File: src/rtl/dmem_arb_pkg.sv
// Shared definitions for the DataMemory arbiter: FSM encoding, requester ids,
// and the alignment helper.
package dmem_arb_pkg;

  localparam logic [1:0] ST_IDLE   = 2'd0;
  localparam logic [1:0] ST_ACCESS = 2'd1;
  localparam logic [1:0] ST_DONE   = 2'd2;

  localparam logic REQ_R0 = 1'b0;
  localparam logic REQ_R1 = 1'b1;

  typedef enum logic [1:0] {
    IDLE   = ST_IDLE,
    ACCESS = ST_ACCESS,
    DONE   = ST_DONE
  } arbState_t;

  function automatic logic isMisaligned(input logic [1:0] lowBits);
    return lowBits != 2'b00;
  endfunction

endpackage

File: src/rtl/rr_arbiter2.sv
// Two-way round-robin pick: a lone requester wins, and on contention the one
// that did not win last time gets the grant.
module rr_arbiter2
  import dmem_arb_pkg::*;
(
  input  logic [1:0] req,
  input  logic       lastGrant,
  output logic       winner,
  output logic       anyReq
);

  always_comb begin
    anyReq = |req;
    winner = REQ_R0;
    case (req)
      2'b01:   winner = REQ_R0;
      2'b10:   winner = REQ_R1;
      2'b11:   winner = (lastGrant == REQ_R0) ? REQ_R1 : REQ_R0;
      default: winner = REQ_R0;
    endcase
  end

endmodule

File: src/rtl/data_memory_arbiter.sv
// Shares one single-port DataMemory between the pipeline MEM stage (R0) and a
// debug/DMA port (R1), one word per grant, with a registered ack back to the winner.
module data_memory_arbiter
  import dmem_arb_pkg::*;
#(
  parameter int ADDR_W = 32,
  parameter int DATA_W = 32
) (
  input  logic              Clk,
  input  logic              Reset,

  input  logic              R0_Req,
  input  logic              R0_Wr,
  input  logic [ADDR_W-1:0] R0_Addr,
  input  logic [DATA_W-1:0] R0_WData,
  output logic              R0_Ack,
  output logic              R0_Err,
  output logic [DATA_W-1:0] R0_RData,

  input  logic              R1_Req,
  input  logic              R1_Wr,
  input  logic [ADDR_W-1:0] R1_Addr,
  input  logic [DATA_W-1:0] R1_WData,
  output logic              R1_Ack,
  output logic              R1_Err,
  output logic [DATA_W-1:0] R1_RData,

  output logic              Busy,

  output logic [ADDR_W-1:0] Mem_Address,
  output logic [DATA_W-1:0] Mem_WriteData,
  output logic              Mem_MemWrite,
  output logic              Mem_MemRead,
  input  logic [DATA_W-1:0] Mem_ReadData
);

  arbState_t         state;
  logic              lastGrant;
  logic              latchedId;
  logic              latchedWr;
  logic              latchedErr;
  logic [ADDR_W-1:0] latchedAddr;
  logic [DATA_W-1:0] latchedWData;

  logic              winner;
  logic              anyReq;
  logic              selWr;
  logic [ADDR_W-1:0] selAddr;
  logic [DATA_W-1:0] selWData;
  logic              readOk;

  rr_arbiter2 uArb (
    .req       ({R1_Req, R0_Req}),
    .lastGrant (lastGrant),
    .winner    (winner),
    .anyReq    (anyReq)
  );

  always_comb begin
    selWr    = (winner == REQ_R1) ? R1_Wr    : R0_Wr;
    selAddr  = (winner == REQ_R1) ? R1_Addr  : R0_Addr;
    selWData = (winner == REQ_R1) ? R1_WData : R0_WData;
  end

  assign readOk = ~latchedWr & ~latchedErr;

  always_ff @(posedge Clk) begin
    if (Reset) begin
      state        <= IDLE;
      lastGrant    <= REQ_R1;
      latchedId    <= REQ_R0;
      latchedWr    <= 1'b0;
      latchedErr   <= 1'b0;
      latchedAddr  <= '0;
      latchedWData <= '0;
      R0_Ack       <= 1'b0;
      R0_Err       <= 1'b0;
      R0_RData     <= '0;
      R1_Ack       <= 1'b0;
      R1_Err       <= 1'b0;
      R1_RData     <= '0;
    end else begin
      case (state)
        IDLE: begin
          R0_Ack   <= 1'b0;
          R0_Err   <= 1'b0;
          R0_RData <= '0;
          R1_Ack   <= 1'b0;
          R1_Err   <= 1'b0;
          R1_RData <= '0;
          if (anyReq) begin
            latchedId    <= winner;
            latchedWr    <= selWr;
            latchedAddr  <= selAddr;
            latchedWData <= selWData;
            latchedErr   <= isMisaligned(selAddr[1:0]);
            lastGrant    <= winner;
            state        <= ACCESS;
          end
        end
        // Read data is sampled here, at the same edge that commits a write.
        ACCESS: begin
          R0_Ack   <= (latchedId == REQ_R0);
          R0_Err   <= (latchedId == REQ_R0) & latchedErr;
          R0_RData <= ((latchedId == REQ_R0) && readOk) ? Mem_ReadData : '0;
          R1_Ack   <= (latchedId == REQ_R1);
          R1_Err   <= (latchedId == REQ_R1) & latchedErr;
          R1_RData <= ((latchedId == REQ_R1) && readOk) ? Mem_ReadData : '0;
          state    <= DONE;
        end
        DONE: begin
          R0_Ack   <= 1'b0;
          R0_Err   <= 1'b0;
          R0_RData <= '0;
          R1_Ack   <= 1'b0;
          R1_Err   <= 1'b0;
          R1_RData <= '0;
          state    <= IDLE;
        end
        default: state <= IDLE;
      endcase
    end
  end

  // Strobes are gated by Reset combinationally so a reset during ACCESS never commits a write.
  assign Busy          = (state != IDLE);
  assign Mem_Address   = latchedAddr;
  assign Mem_WriteData = latchedWData;
  assign Mem_MemWrite  = (state == ACCESS) & latchedWr & ~latchedErr & ~Reset;
  assign Mem_MemRead   = (state == ACCESS) & ~latchedWr & ~latchedErr & ~Reset;

endmodule

File: config.mk
export PLATFORM = sky130hd
export DESIGN_NAME = data_memory_arbiter
export DESIGN_NICKNAME = d
export VERILOG_FILES = /design/src/rtl/dmem_arb_pkg.sv /design/src/rtl/rr_arbiter2.sv /design/src/rtl/data_memory_arbiter.sv
export SDC_FILE = /design/constraint.sdc
export NUM_CORES = 1
export LEC_CHECK = 0
export ABC_CLOCK_PERIOD_IN_PS = 2300
export CORE_ASPECT_RATIO = 0.9
export CORE_MARGIN = 2
export CORE_UTILIZATION = 40
export DETAILED_ROUTE_END_ITERATION = 7
export PLACE_DENSITY = 0.81
export SETUP_SLACK_MARGIN = 0.2
export SYNTH_ARGS = -nofsm -noshare
export SYNTH_HDL_FRONTEND = slang
export SYNTH_SLANG_ARGS = --single-unit
export TNS_END_PERCENT = 30
File: constraint.sdc
create_clock -name Clk -period 2.3 [get_ports Clk]
set_input_delay 0.23 -clock Clk [delete_from_list [all_inputs] [get_ports Clk]]
set_output_delay 0.23 -clock Clk [all_outputs]
set_load 0.005 [all_outputs]
* Yosys cells after proc, flatten, opt, wreduce, memory -nomap -nowiden
Index checks and enable logic that the tools add are counted.
** Word-level totals
- Flip-flop bits (word level) :: 138
- Bits in latches :: 0
- Memory bits (writable) :: 0
- Bits in read-only memories :: 0
- Bits of input ports :: 166
- Output and inout port bits :: 135
- Logic and storage cells :: 55
- Memories :: 0
** Cells by class
- Add/subtract/negate cells :: 0
- Multiply operators :: 0
- Divide/modulo/power cells :: 0
- $lt $le $gt $ge :: 0
- Equal/unequal tests :: 5
- Shift operators :: 0
- Multiplexer cells :: 15
- Bitwise operators :: 13
- Reduce and logical (&&, ||, !) cells :: 9
** Operators with widths (number)
- 32-bit 2-to-1 mux :: 4
- 32-bit one-hot mux with 2 select lines :: 2
- 1-bit one-hot mux with 2 select lines :: 5
- 1-bit AND :: 9
- 2-bit == test (second input constant) :: 3
- 2-bit nonzero test :: 3
- 1-bit inverter :: 4
- 2-bit one-hot mux with 2 select lines :: 1
- 2-bit OR reduction :: 2
- 2-bit by 1-bit == test with 1-bit output (second input constant) :: 1
- 1-bit logical AND :: 2
- 2-bit logical NOT :: 1
- 1-bit 2-to-1 mux :: 2
- 2-bit 2-to-1 mux :: 1
- 2-bit inequality test (second input constant) :: 1
- 2-bit AND reduction :: 1

* Longest topological paths before layout
- Word-level depth :: 5
- Gate-level depth with buffers :: 7
- Depth with buffers taken out :: 4

* Hierarchy
A second synthesis with hierarchy kept.
** Second synthesis, totals
- Cell total of the unflattened synthesis :: 582
- Area total of the unflattened synthesis :: 5542.8 sq um
** Modules (own cells, without submodules)
- data_memory_arbiter :: instances 1, cells each 580, area an instance 5529.1 sq um, sequential area each 2762.6 sq um
- rr_arbiter2 :: instances 1, cells each 2, area an instance 13.8 sq um, sequential area each 0.0 sq um

* Worst setup path after synthesis
Ideal clock, no wire load.
- Kind :: register -> output
- Start point :: register state[1]
- End point :: output port Mem_MemWrite
- Data arrival time :: 1.088 ns
- Required time :: 2.070 ns
- Slack :: 0.982 ns
- Cell stages (with the launch flop) :: 5
- Path buffers :: 3
- Cell sequence :: dfxtp_1 -> buf_4 -> buf_2 -> buf_2 -> nor4b_1
** On the way
- Longest elaborated chain between the ends :: 4
** RTL lines
- start, declared :: RTL line data_memory_arbiter.sv:37 : arbState_t state;
- start signal, assigned :: RTL line data_memory_arbiter.sv:69 : state <= IDLE;
- start signal, assigned :: RTL line data_memory_arbiter.sv:98 : state <= ACCESS;
- start signal, assigned :: RTL line data_memory_arbiter.sv:109 : state <= DONE;
- 2-bit by 1-bit == test with 1-bit output :: RTL line data_memory_arbiter.sv:129 : assign Mem_MemWrite = (state == ACCESS) & latchedWr & ~latchedErr & ~Reset;
- 1-bit AND (3 in series) :: RTL line data_memory_arbiter.sv:129
- end, declared :: RTL line data_memory_arbiter.sv:32 : output logic Mem_MemWrite,
Every way passes these cells.

* Worst setup path in the final report
- Start point :: register latchedWr
- End point :: output port Mem_MemWrite
** On the way
- Longest elaborated chain between the ends :: 3
** RTL lines
- start, declared :: RTL line data_memory_arbiter.sv:40 : logic latchedWr;
- start signal, assigned :: RTL line data_memory_arbiter.sv:93 : latchedWr <= selWr;
- 1-bit AND (3 in series) :: RTL line data_memory_arbiter.sv:129
Every way passes these cells.

==> metrics.log <==
INFO  metric synthesis.area_per_instance = 8.58 µm²
INFO  metric clock_root_buffer = clkbuf_16
INFO  metric power.density = around 700 nW/µm²
INFO  metric worstPathMaxFanout = 5
INFO  metric top_level_ports = roughly 300
INFO  metric crit_path_max_incr_delay = between 500 and 600 ps
INFO  metric grt_max_degree = 92
INFO  metric violation_count_after_the_first_detailed_route_iteration = ~380
INFO  metric timing.final.ws_setup = 310 ps
INFO  metric count_of_input_and_output_buffers = 300
INFO  metric rows = 41
INFO  metric final_hold_viol_count = 0
INFO  metric post_cts_hold_buffer_count = 0
INFO  metric pre_cts_slack = ~330 ps
INFO  metric fin_cells = 1,132
INFO  metric drt.antenna.violating_nets = 0
INFO  metric wire_length_of_the_first_global_routing_pass = approximately 30,000 µm
INFO  metric leakage = around 3.4 nW
INFO  metric status = finished, final reports clean
INFO  metric finalCriticalPeriod = 1990 ps
INFO  metric setup-tns-final = 0 ps
INFO  metric dr_total_vias = 5,960
INFO  metric standard_cell_core_area = roughly 14,000 µm²
INFO  metric global_route_congestion_overflow_total = 0
INFO  metric timing.critical_path.slowest_stage_cell = clkdlybuf4s50_1
INFO  metric critPathRequiredTime = about 2100 ps
INFO  metric drc_errors = 0
INFO  metric rsz0062_at_grt = true
INFO  metric synth-warning-count = 0
INFO  metric setup_viol = 0
INFO  metric worst_ir_drop_vdd = 0.513 mV
INFO  metric worst-slew-pin-transition = approximately 800 ps
INFO  metric die_h = between 100 and 150 µm
INFO  metric placed_cells_incl_taps = 1,099
INFO  metric syn-instance-count = around 660
INFO  metric startpoint_type = register
INFO  metric routed_wirelength = roughly 20,000 µm
INFO  metric register_bit_total_from_synthesis = about 140
INFO  metric initial_core_util = about 41%
INFO  metric setup.worst_path.end_class = output pin
INFO  metric cts_buffers = 17
INFO  metric layout.nets = roughly 1,100
INFO  metric cts_tree = built
INFO  metric yosys.cell_types.count = 35
INFO  metric detailed_routing_iterations_pass_1 = 5
INFO  metric synth-async-reset-ratio = 0%
INFO  metric hpwlAfterDp = approximately 13,000 µm
INFO  metric cts-root-to-sink-buffers = 2
INFO  metric timing.max_slew.rel_slack = about 48%
INFO  metric max_cap_violations = 0
INFO  metric synth_area = about 5700 µm²
INFO  metric area_growth_syn_to_layout = 63.9%
INFO  metric clkTransAtPathRegs = around 60 ps
INFO  metric part_of_the_yosys_area_used_for_sequential_elements = around 49%
INFO  metric timing.final.max_slew_violations = 0
INFO  metric finalWeightedCongestion = just over 0.8
INFO  metric clock_tree.htree_level_count = 4
INFO  metric cts.sinks = approximately 140
INFO  metric hold_removal_path_class = in -> reg
INFO  metric synth-edff-count = 0
INFO  metric grt_usage = roughly a quarter
INFO  metric routed_wl_per_cell = roughly 17 µm
INFO  metric cp_cell_sequence = nor4b_1 > clkdlybuf4s50_1
INFO  metric die-width = 130 µm
INFO  metric clock-skew-final = ~6.4 ps
INFO  metric timing_worst_setup_path_type = reg -> out
INFO  metric max_clock_freq = 502 MHz
INFO  metric syn-num-nets = just over 800
INFO  metric antenna_found_initial = 1
INFO  metric ys_dominant_reg_cell = dfxtp_1
INFO  metric critPathArrivalTime = approximately 1800 ps
INFO  metric clk-insertion-delay-late = between 400 and 500 ps
INFO  metric grt_pass1_vias = ~5,800
INFO  metric fp.dieArea = about 15,000 µm²
INFO  metric cts_setup_buffers = 0
INFO  metric finalCritPeriodShare = roughly 87%
INFO  metric drive_gt1_share = between 6 and 7%
INFO  metric post_drt_via_cell_ratio = between 5 and 6
[cells in the final DEF (no fill, tap or decap), types with 2 or more instances in the layout]
master and n:
nor2_4 2, nor2_1 71, buf_12 7, inv_6 2
a21oi_1 67, clkbuf_8 2, clkdlybuf4s50_1 298, o32ai_2 2
clkbuf_16 17, nor2b_1 32, clkinv_4 3, clkinv_2 5
a311oi_1 63, dfxtp_1 137, a22oi_1 64, a32oi_1 2
buf_4 6, nand2_1 129, o21ai_0 2, inv_1 2
[metal layers]
metal / track usage, % / up-vias / wire length [µm]
li1: - / 2896 / -
met1: 27.6 / 2780 / 7180
met2: 43.9 / 257 / 9800
met3: 11.6 / 27 / 2240
met4: 7.67 / 0 / 372
met5: 0 / - / 0
[timing repair]
| action | CTS | global route |
|---|---|---|
| endpoints found under the hold margin | 0 | 0 |
| endpoints found under the setup margin | 0 | 2 |
| resized for setup | 0 | 1 |
[logic make-up after synthesis]
| family | synth area share [%] |
|---|---|
| AOI/OAI and AO/OA | 26.0 |
| buffers and inverters | 6.78 |
| DFF | 48.6 |
| muxes | 0.176 |
| and+or+nand+nor | 18.4 |
[per-stage QoR]
stage / utilization, % / hold WS, ps / area [µm²] / power [mW]
final: 66.8 / 391 / 9320 / 6.55
after global routing: 66.8 / 381 / 9320 / 6.84
after CTS: 66.8 / 373 / 9320 / 6.61
after detailed placement: 62.9 / 472 / 8770 / 4.09
after global placement: 62.9 / 453 / 8770 / 4.08
after floorplan: - / 390 / 5690 / 3.32
[cell type report]
| cell class | count | area [µm²] |
|---|---|---|
| timing repair buffer | 313 | 3190 |
| sequential | 138 | 2770 |
| clock inverter | 13 | 93.8 |
| clock buffer | 19 | 453 |
| tap | 193 | 241 |
| fill | 1191 | 4630 |
| antenna | 1 | 2.50 |
| inverter | 3 | 11.3 |
| multi-input combinational | 452 | 2570 |
[state kept, by name, indices dropped and copies added (netlist names), 2 cells and up]
signal         cells
state              2
Mem_WriteData     32
R0_RData          32
R1_RData          32
Mem_Address       32
[synthesized netlist by cell type (2+ instances only)]
master    instances  share of area, %
a21oi_1          67               5.9
a22oi_1          64               8.4
a311oi_1         63               9.7
a32oi_1           2              0.31
buf_1             2              0.13
buf_2            32               2.8
buf_4            15               2.0
buf_6             2              0.40
clkbuf_1         19               1.3
dfxtp_1         138                49
inv_1             2              0.13
nand2_1         129               8.5
nand2b_1          2              0.22
nor2_1           72               4.8
nor2b_1          32               3.5
o21ai_0           2              0.18
o32ai_2           2              0.57
[worst paths after layout]
check	cells after the start	end	start	slack, ps
max reg2reg	5	Mem_WriteData[12]	state[1]	710
min	3	Mem_WriteData[29]	R0_WData[29]	390
min reg2reg	2	R1_Err	R1_Err	480
max	2	Mem_MemWrite	latchedWr	310
[where the power goes]
group          leakage (nW)  internal [mW]  switching, mW  total [mW]
sequential             1.13           2.56          0.108        2.66
clock                 0.276           1.44           1.06        2.50
combinational          2.00          0.771          0.610        1.38
[worst max-delay path, delay by kind of cell, from the launching register on]
kind	cells	cell delay (ps)
simple gates	1	280
flops	1	490
buf+inv	1	590
No activity file was read; power rests on OpenSTA's default activity.
